--- src/rtl/mem_pkg.sv ---
// Shared definitions for the data-memory access unit: bus size/RW codes,
// FSM state encoding, request payload and small byte-lane helpers.
package mem_pkg;

   localparam logic [1:0] SZ_BYTE = 2'b00;
   localparam logic [1:0] SZ_HALF = 2'b01;
   localparam logic [1:0] SZ_WORD = 2'b10;
   localparam logic [1:0] SZ_ILL  = 2'b11;

   localparam logic MEM_READ  = 1'b0;
   localparam logic MEM_WRITE = 1'b1;

   typedef enum logic [1:0] {
      ST_IDLE   = 2'd0,
      ST_ACCESS = 2'd1,
      ST_SPLIT  = 2'd2,
      ST_RESP   = 2'd3
   } state_t;

   typedef struct packed {
      logic        rw;
      logic [1:0]  size;
      logic        sgn;
      logic [31:0] wdata;
   } req_t;

   function automatic logic is_aligned(input logic [1:0] size, input logic [1:0] lsb);
      case (size)
         SZ_BYTE: return 1'b1;
         SZ_HALF: return lsb[0] == 1'b0;
         SZ_WORD: return lsb == 2'b00;
         default: return 1'b0;
      endcase
   endfunction

   // Lane of the first (lowest-address) byte of a split access.
   function automatic logic [1:0] last_lane(input logic [1:0] size);
      return (size == SZ_WORD) ? 2'd3 : 2'd1;
   endfunction

   function automatic logic [7:0] pick_byte(input logic [31:0] w, input logic [1:0] lane);
      return w[{lane, 3'b000} +: 8];
   endfunction

endpackage

--- src/rtl/load_extend.sv ---
// Sign/zero extension of right-justified load data to 32 bits.
module load_extend
   import mem_pkg::*;
(
   input  logic [31:0] raw,
   input  logic [1:0]  size,
   input  logic        sgn,
   output logic [31:0] ext_c
);

   always_comb begin
      case (size)
         SZ_BYTE: ext_c = {{24{sgn & raw[7]}}, raw[7:0]};
         SZ_HALF: ext_c = {{16{sgn & raw[15]}}, raw[15:0]};
         default: ext_c = raw;
      endcase
   end

endmodule

--- src/rtl/mem_access_unit.sv ---
// MEM-stage initiator for the data-memory port: one request at a time,
// aligned accesses in one bus cycle, misaligned ones split into bytes.
module mem_access_unit
   import mem_pkg::*;
#(
   parameter int unsigned ADDR_W           = 8,
   parameter bit          ALLOW_MISALIGNED = 1'b1
) (
   input  logic              clk,
   input  logic              rst_n,
   input  logic              req_valid,
   output logic              req_ready,
   input  logic              req_rw,
   input  logic [1:0]        req_size,
   input  logic              req_signed,
   input  logic [ADDR_W-1:0] req_addr,
   input  logic [31:0]       req_wdata,
   output logic              resp_valid,
   output logic [31:0]       resp_rdata,
   output logic              resp_err,
   output logic [ADDR_W-1:0] mem_a,
   output logic [31:0]       mem_di,
   input  logic [31:0]       mem_do,
   output logic [1:0]        mem_size,
   output logic              mem_rw,
   output logic              mem_e
);

   state_t            state_q, state_d;
   req_t              req_q;
   logic [ADDR_W-1:0] addr_q;
   logic [1:0]        k_q;
   logic [31:0]       asm_q, asm_next;
   logic              accept_c;
   logic [1:0]        k_nxt;
   logic [31:0]       raw_c, ext_c;

   logic              req_ready_d, resp_valid_d, resp_err_d, mem_rw_d, mem_e_d;
   logic [31:0]       resp_rdata_d, mem_di_d;
   logic [ADDR_W-1:0] mem_a_d;
   logic [1:0]        mem_size_d;

   assign accept_c = (state_q == ST_IDLE) && req_valid && req_ready;
   assign k_nxt    = k_q + 2'd1;

   // State register
   always_ff @(posedge clk or negedge rst_n) begin
      if (!rst_n) state_q <= ST_IDLE;
      else        state_q <= state_d;
   end

   // Next-state logic
   always_comb begin
      state_d = state_q;
      case (state_q)
         ST_IDLE: begin
            if (accept_c) begin
               if (req_size == SZ_ILL)                       state_d = ST_RESP;
               else if (is_aligned(req_size, req_addr[1:0])) state_d = ST_ACCESS;
               else if (ALLOW_MISALIGNED)                    state_d = ST_SPLIT;
               else                                          state_d = ST_RESP;
            end
         end
         ST_ACCESS: state_d = ST_RESP;
         ST_SPLIT:  if (k_q == last_lane(req_q.size)) state_d = ST_RESP;
         default:   state_d = ST_IDLE;
      endcase
   end

   // Byte assembly: the first byte fetched lands in the most significant lane
   always_comb begin
      asm_next = asm_q;
      if (state_q == ST_SPLIT)
         asm_next[{last_lane(req_q.size) - k_q, 3'b000} +: 8] = mem_do[7:0];
   end

   assign raw_c = (state_q == ST_ACCESS) ? mem_do : asm_next;

   load_extend u_load_extend (
      .raw   (raw_c),
      .size  (req_q.size),
      .sgn   (req_q.sgn),
      .ext_c (ext_c)
   );

   // Output logic: values the output registers take at the next edge
   always_comb begin
      req_ready_d  = (state_d == ST_IDLE);
      resp_valid_d = 1'b0;
      resp_err_d   = 1'b0;
      resp_rdata_d = '0;
      mem_a_d      = '0;
      mem_di_d     = '0;
      mem_size_d   = SZ_BYTE;
      mem_rw_d     = MEM_READ;
      mem_e_d      = 1'b0;
      case (state_q)
         ST_IDLE: begin
            if (accept_c) begin
               case (state_d)
                  ST_ACCESS: begin
                     mem_a_d    = req_addr;
                     mem_di_d   = req_wdata;
                     mem_size_d = req_size;
                     mem_rw_d   = req_rw;
                     mem_e_d    = req_rw;
                  end
                  ST_SPLIT: begin
                     mem_a_d  = req_addr;
                     mem_di_d = {24'h0, pick_byte(req_wdata, last_lane(req_size))};
                     mem_rw_d = req_rw;
                     mem_e_d  = req_rw;
                  end
                  default: begin
                     resp_valid_d = 1'b1;
                     resp_err_d   = 1'b1;
                  end
               endcase
            end
         end
         ST_ACCESS: begin
            resp_valid_d = 1'b1;
            resp_rdata_d = (req_q.rw == MEM_WRITE) ? 32'h0 : ext_c;
         end
         ST_SPLIT: begin
            if (k_q == last_lane(req_q.size)) begin
               resp_valid_d = 1'b1;
               resp_rdata_d = (req_q.rw == MEM_WRITE) ? 32'h0 : ext_c;
            end else begin
               mem_a_d  = addr_q + ADDR_W'(k_nxt);
               mem_di_d = {24'h0, pick_byte(req_q.wdata, last_lane(req_q.size) - k_nxt)};
               mem_rw_d = req_q.rw;
               mem_e_d  = req_q.rw;
            end
         end
         default: ;
      endcase
   end

   // Request latch and split bookkeeping
   always_ff @(posedge clk or negedge rst_n) begin
      if (!rst_n) begin
         req_q  <= '0;
         addr_q <= '0;
         k_q    <= '0;
         asm_q  <= '0;
      end else if (accept_c) begin
         req_q  <= '{rw: req_rw, size: req_size, sgn: req_signed, wdata: req_wdata};
         addr_q <= req_addr;
         k_q    <= '0;
         asm_q  <= '0;
      end else begin
         asm_q <= asm_next;
         if (state_q == ST_SPLIT) k_q <= k_nxt;
      end
   end

   // Output registers
   always_ff @(posedge clk or negedge rst_n) begin
      if (!rst_n) begin
         req_ready  <= 1'b1;
         resp_valid <= 1'b0;
         resp_err   <= 1'b0;
         resp_rdata <= '0;
         mem_a      <= '0;
         mem_di     <= '0;
         mem_size   <= SZ_BYTE;
         mem_rw     <= MEM_READ;
         mem_e      <= 1'b0;
      end else begin
         req_ready  <= req_ready_d;
         resp_valid <= resp_valid_d;
         resp_err   <= resp_err_d;
         resp_rdata <= resp_rdata_d;
         mem_a      <= mem_a_d;
         mem_di     <= mem_di_d;
         mem_size   <= mem_size_d;
         mem_rw     <= mem_rw_d;
         mem_e      <= mem_e_d;
      end
   end

endmodule

--- config.mk ---
export PLATFORM = sky130hd
export DESIGN_NAME = mem_access_unit
export DESIGN_NICKNAME = d
export VERILOG_FILES = /design/src/rtl/mem_pkg.sv /design/src/rtl/load_extend.sv /design/src/rtl/mem_access_unit.sv
export SDC_FILE = /design/constraint.sdc
export NUM_CORES = 1
export LEC_CHECK = 0
export BUFFER_PORTS_ARGS = -buffer_cell sky130_fd_sc_hd__buf_2
export CAP_MARGIN = 20
export CORE_MARGIN = 4
export CORE_UTILIZATION = 44
export DETAILED_ROUTE_END_ITERATION = 7
export MAX_ROUTING_LAYER = met4
export PLACE_DENSITY = 0.67
export SYNTH_ARGS = -nofsm -noshare
export SYNTH_HDL_FRONTEND = slang
export SYNTH_SLANG_ARGS = --single-unit
export TNS_END_PERCENT = 30
--- constraint.sdc ---
create_clock -name clk -period 3.5 [get_ports clk]
set_input_delay 0.35 -clock clk [delete_from_list [all_inputs] [get_ports clk]]
set_output_delay 0.35 -clock clk [all_outputs]
set_load 0.05 [all_outputs]
-- Yosys cells after proc, flatten, opt, wreduce, memory -nomap -nowiden
Cells that the tools add are included.
- word-level logic and storage cells: 88
- input port bits: 79
- register bits after elaboration: 158
- output and inout port bits: 79
- reduce and logical (&&, ||, !) cells: 9
- shift operators: 4
- add/sub/neg operators: 5
- multiplexer cells: 41
- bitwise gates (word level): 3
- equality and inequality tests: 10
- operators with widths (operator ; number):
    32-bit case mux with 2 select lines ; 4
    32-bit two-way mux ; 6
    32-bit by 6-bit indexed part select with 8-bit output ; 2
    32-bit bitwise mux ; 1
    8-bit two-way mux ; 4
    8-bit by 7-bit variable shift with 32-bit output, first input constant ; 1
    8-bit by 7-bit indexed part select with 32-bit output ; 1
    2-bit two-way mux ; 11
    8-bit case mux with 2 select lines ; 1
    2-bit == test, second input constant ; 5
    2-bit logical NOT ; 5
    1-bit two-way mux ; 10
    8-bit by 2-bit adder with 8-bit output ; 1
    2-bit by 1-bit == test with 1-bit output, second input constant ; 4
    5-bit negator with 7-bit output ; 1
    1-bit case mux with 3 select lines ; 2
    2-bit case mux with 3 select lines ; 1
    2-bit subtractor ; 2
    2-bit by 1-bit adder with 2-bit output, second input constant ; 1
    1-bit AND ; 2
    2-bit == test ; 1
    1-bit logical AND ; 2
    1-bit case mux with 2 select lines ; 1
    2-bit nonzero test ; 1
    2 further kinds ; 2

-- Longest topological paths before layout
- depth after elaboration: 14
- gate-level depth with buffers: 14
- depth with buffers taken out: 10

-- Modules after synthesis
Synthesis repeated with hierarchy kept, for this count alone.
- cell total of the unflattened synthesis: 740
- area, all modules: 7273.2 µm²
- by module, submodules not included (module ; area each (µm²) ; instances ; cells each):
    mem_access_unit ; 6887.9 ; 1 ; 674
    load_extend ; 385.4 ; 1 ; 66

-- Worst setup path before layout
No wires, ideal clock.
- path kind: register -> register
- start: reg req_q[33] (netlist name)
- end: reg mem_di[2]
- buffers on the path: 4
- period minus slack after synthesis: 2.865 ns
- stages on the path, launching flop included: 15
- arrival: 2.774 ns
- path slack: 0.635 ns
- cell sequence: dfrtp_1 nor2b_1 xnor2_4 buf_4 ha_1 buf_2 nor2_1 o22ai_1 o21bai_1 ha_1 clkbuf_1 clkbuf_1 nand3_1 a31o_2 o221ai_1
- longest elaborated chain between the ends: 9
- elaborated cells between the ends (all ways): 13
- those cells by class: add/sub (1); eq/ne (4); shift (1); mux (7)
- ends and longest elaborated chain (what ; RTL line ; source):
    start: declaration ; mem_access_unit.sv:30 ; req_t req_q;
    start signal: assignment ; mem_access_unit.sv:148 ; req_q <= '{rw: req_rw, size: req_size, sgn: req_signed, wdata: req_wdata};
    2-bit == test * ; mem_pkg.sv:38 ; return (size == SZ_WORD) ? 2'd3 : 2'd1;
    2-bit two-way mux * ; mem_pkg.sv:38 ;
    branches (longest 6 deep; another with 2-bit subtractor) ; - ;
    32-bit case mux with 2 select lines * ; mem_access_unit.sv:97 ; case (state_q)
    net mem_di_d[2] ; mem_access_unit.sv:39 ; logic [31:0] resp_rdata_d, mem_di_d;
    end signal: assignment ; mem_access_unit.sv:176 ; mem_di <= mem_di_d;
    end: declaration ; mem_access_unit.sv:22 ; output logic [31:0] mem_di,
Mark *: on every way through the listed nets, which the timed path passes.
A chain may end at the register's enable or synchronous reset.

-- Final worst setup path
- start: reg req_q[33] (netlist name)
- end: reg mem_di[20]
- longest elaborated chain between the ends: 9
- elaborated cells between the ends (all ways): 10
- those cells by class: eq/ne (4); mux (6)
- ends and longest elaborated chain (what ; RTL line ; source):
    2-bit == test * ; mem_pkg.sv:38 ;
    2-bit two-way mux * ; mem_pkg.sv:38 ;
    2-bit == test * ; mem_access_unit.sv:65 ; ST_SPLIT: if (k_q == last_lane(req_q.size)) state_d = ST_RESP;
    2-bit two-way mux * ; mem_access_unit.sv:65 ;
    2-bit case mux with 3 select lines * ; mem_access_unit.sv:55 ; case (state_q)
    net state_d[0] ; mem_access_unit.sv:29 ; state_t state_q, state_d;
    2-bit == test or 2-bit by 1-bit == test with 1-bit output (tied branches) ; mem_access_unit.sv:100 ; case (state_d)
    32-bit case mux with 2 select lines * ; mem_access_unit.sv:100 ;
    32-bit two-way mux * ; mem_access_unit.sv:99 ; if (accept_c) begin
    32-bit case mux with 2 select lines * ; mem_access_unit.sv:97 ;
    net mem_di_d[20] ; mem_access_unit.sv:39 ;
The timed path passes the listed nets; every way through them passes the cells marked *.

==> impl_metrics.ini <==
[clock_tree]
cts.sinks = 151
clk_latency_ns = 0.42
clockBufferDepth = 2
htree_num_levels = 4
path_clk_slew_ns = 0.06
cts_tree = built
cts_resized = 0
root_buffer = clkbuf_16
post_cts_buffers = 0
cts_made_buffers = 17

[timing]
finalSetupTns_ns = 0
rsz0062_at_grt = no
setup_viol_count_final = 0
max_freq_ghz = 0.331
worst_pin_slew_ns = 0.992
max_slew_margin_pct = 33.9
holdWs_ns = 0.128
period_share_pct = 86.2
hold_viol_final = 0
finClkSkew_ns = 0.00671
slew_violations = 0
min_period_ns = 3.02

[global_route]
grt_overflow = 0
grt_pass1_wl_um = 29600
grt_max_degree = 99
grt_usage_pct = 21.1
antenna_found_initial = 3
grt_pass1_vias = 5643

[logic_synthesis]
avgSynthCellArea_um2 = 9.78
async_flop_share_pct = 100
syn_inst = 729
synth_ff_type = dfrtp_1
synth.yosys.warnings = 0
synth_top_area_share_pct = 52.6
netlist_area_um2 = 7130
synthTopCellsByArea = dfrtp_1, nand2_1, and3_1, nand3_1, clkbuf_1
synth.distinct_cells = 60
ys_seq_area_share_pct = 53.0
ys_ff_latch = 151
synth_area_leader_cell = dfrtp_1
synth_enable_flop_cells = 0
synth_nets = 822

[floorplanning]
die_w_um = 135
die_area_um2 = 18300
io_pins = 158
core_area_um2 = 15900
dieHeight_um = 135
initial_core_util_pct = 44.9
row_count = 46

[min_path]
worstHoldPathCells = 3
hold_path_class = in2reg

[layout]
seqCellArea_um2 = 3780
area_growth_pct = 21.1
fin_nets = 947
fill_cells = 1462
multi_input_area_um2 = 3040
drive_gt1_share_pct = 26.5

[setup_path]
start_kind = register
r2r-end = mem_di[20]$_DFF_PN0_
crit_end = mem_di[20]$_DFF_PN0_
end_kind = register
worst_ep_required_time_ns = 3.85
r2r_start = req_q[33]$_DFFE_PN0N_
arrival_ns = 3.37
reg2regPathDepth = 9
crit_type = reg2reg
regToRegSetupSlack_ns = 0.48
cp_max_fo = 24
worstSetupStartpoint = req_q[33]$_DFFE_PN0N_

[pwr]
p_leak_nw = 4.48
vdd_drop_max_uv = 445
power.density_nw_per_um2 = 873

[detailed_routing]
drc = 0
first_pass_iters = 4
vias = 5755
vias_per_cell = 5.30
wire_per_inst_um = 16.7
drt_iter0_markers = 441
finalWirelength_um = 18200
ant_nets = 0

[placed_design]
port_buffers = 157
dp.final_hpwl_um = 12600
gp_congestion = 0.843

[outcome]
outcome = completed

[run]
drv_cap = 0
worst max-delay path: stages, from the launching register on:
cell	delay [ns]
dfrtp_1	0.43
nor2b_1	0.30
xnor2_4	0.16
ha_1	0.39
nor2_1	0.08
o22ai_1	0.18
o21ba_2	0.17
ha_1	0.26
and3b_1	0.71
and3_1	0.26
placed cells by master (no fill, tap or decap), drive strengths merged, types with 4 or more instances in the layout:
cell type  instances
xnor2              6
o21ai             11
nor2              23
a21boi            13
clkbuf            21
ha                13
a22oi             15
a21oi             30
mux2i             16
nor2b             15
o221ai            15
inv               15
nand2b             5
xor2               4
a31o               8
nand2            191
o311ai             7
a21bo              7
dfrtp            150
and3              28
a22o               4
o2111a             7
and2               5
nand3             34
a221oi             7
clkinvlp           4
buf              168
o31ai              8
cells by family after synthesis:
logic type,synth area share [%]
simple gates,20.9
mux,2.25
flops,53.0
compound gates,15.3
xor+xnor,1.49
buf+inv,4.49
fa+ha+maj,2.56
how the worst min path moves through the flow:
stage,endpoint,slack (ns),start
3_5_place_dp,resp_rdata[10]$_DFF_PN0_,0.40,rst_n
5_1_grt,req_q[32]$_DFFE_PN0N_,0.12,req_signed
2_1_floorplan,addr_q[0]$_DFFE_PN0N_,0.05,rst_n
4_1_cts,req_q[19]$_DFFE_PN0N_,0.11,req_wdata[19]
3_3_place_gp,resp_rdata[3]$_DFF_PN0_,0.40,rst_n
6_report,req_q[19]$_DFFE_PN0N_,0.13,req_wdata[19]
report_power, final:
part | internal [mW] | leakage, nW | switching, mW
Combinational | 1.12 | 2.18 | 2.21
Clock | 1.07 | 0.280 | 0.739
Sequential | 2.16 | 2.02 | 0.247
per-layer routing:
metal / wire length [µm] / global-route usage [%] / vias to the layer above
li1: - / - / 2775
met1: 8400 / 28.8 / 2774
met3: 1160 / 5.09 / 29
met2: 8280 / 31.5 / 177
met5: 0 / - / -
met4: 325 / 6.44 / 0
layout make-up:
cell class | count | area share (%)
Clock buffer | 21 | 5.56
Tap cell | 216 | 3.13
Clock inverter | 11 | 1.33
Inverter | 12 | 0.522
Timing Repair Buffer | 169 | 10.4
Antenna cell | 3 | 0.0869
Sequential cell | 151 | 43.8
Multi-Input combinational cell | 503 | 35.2
synthesized netlist by cell type, drive strengths merged (2+ instances only):
cell type,number
nand2,191
dfrtp,150
clkbuf,44
nand3,34
a21oi,30
and3,28
nor2,23
buf,19
mux2i,16
a22oi,15
nor2b,15
o221ai,15
a21boi,13
ha,13
inv,12
o21ai,11
a31o,8
o31ai,8
a21bo,7
a221oi,7
o2111a,7
o311ai,7
xnor2,6
and2,5
nand2b,5
a22o,4
xor2,4
nand3b,3
nor3b,3
a221o,2
a31oi,2
and4,2
nand4bb,2
nor3,2
o211ai,2
sequential cells by signal, indices dropped and copies added, names as in the netlist:
signal,cells
resp_err,1
resp_valid,1
mem_size,2
req_q,36
mem_a,8
mem_di,32
asm_q,25
resp_rdata,32
state_q,2
req_ready,1
addr_q,8
k_q,2
mem_e,1
metrics by stage:
stage	std cells	util [%]	setup WS (ns)	instance area, µm²	power [mW]
2_1_floorplan	729	-	0.635	7130	4.97
6_report	1086	54.4	0.482	8630	7.54
3_3_place_gp	1050	50.5	0.560	8020	5.72
4_1_cts	1083	54.3	0.525	8630	7.59
5_1_grt	1086	54.4	0.225	8630	8.06
3_5_place_dp	1050	50.5	0.489	8020	5.77
repair_timing:
item                                   in CTS  in global routing
setup endpoints to repair                   0                  0
endpoints found under the hold margin      67                  0
hold buffers                                1                  0
Note: power is estimated with default switching activity, not from simulation.
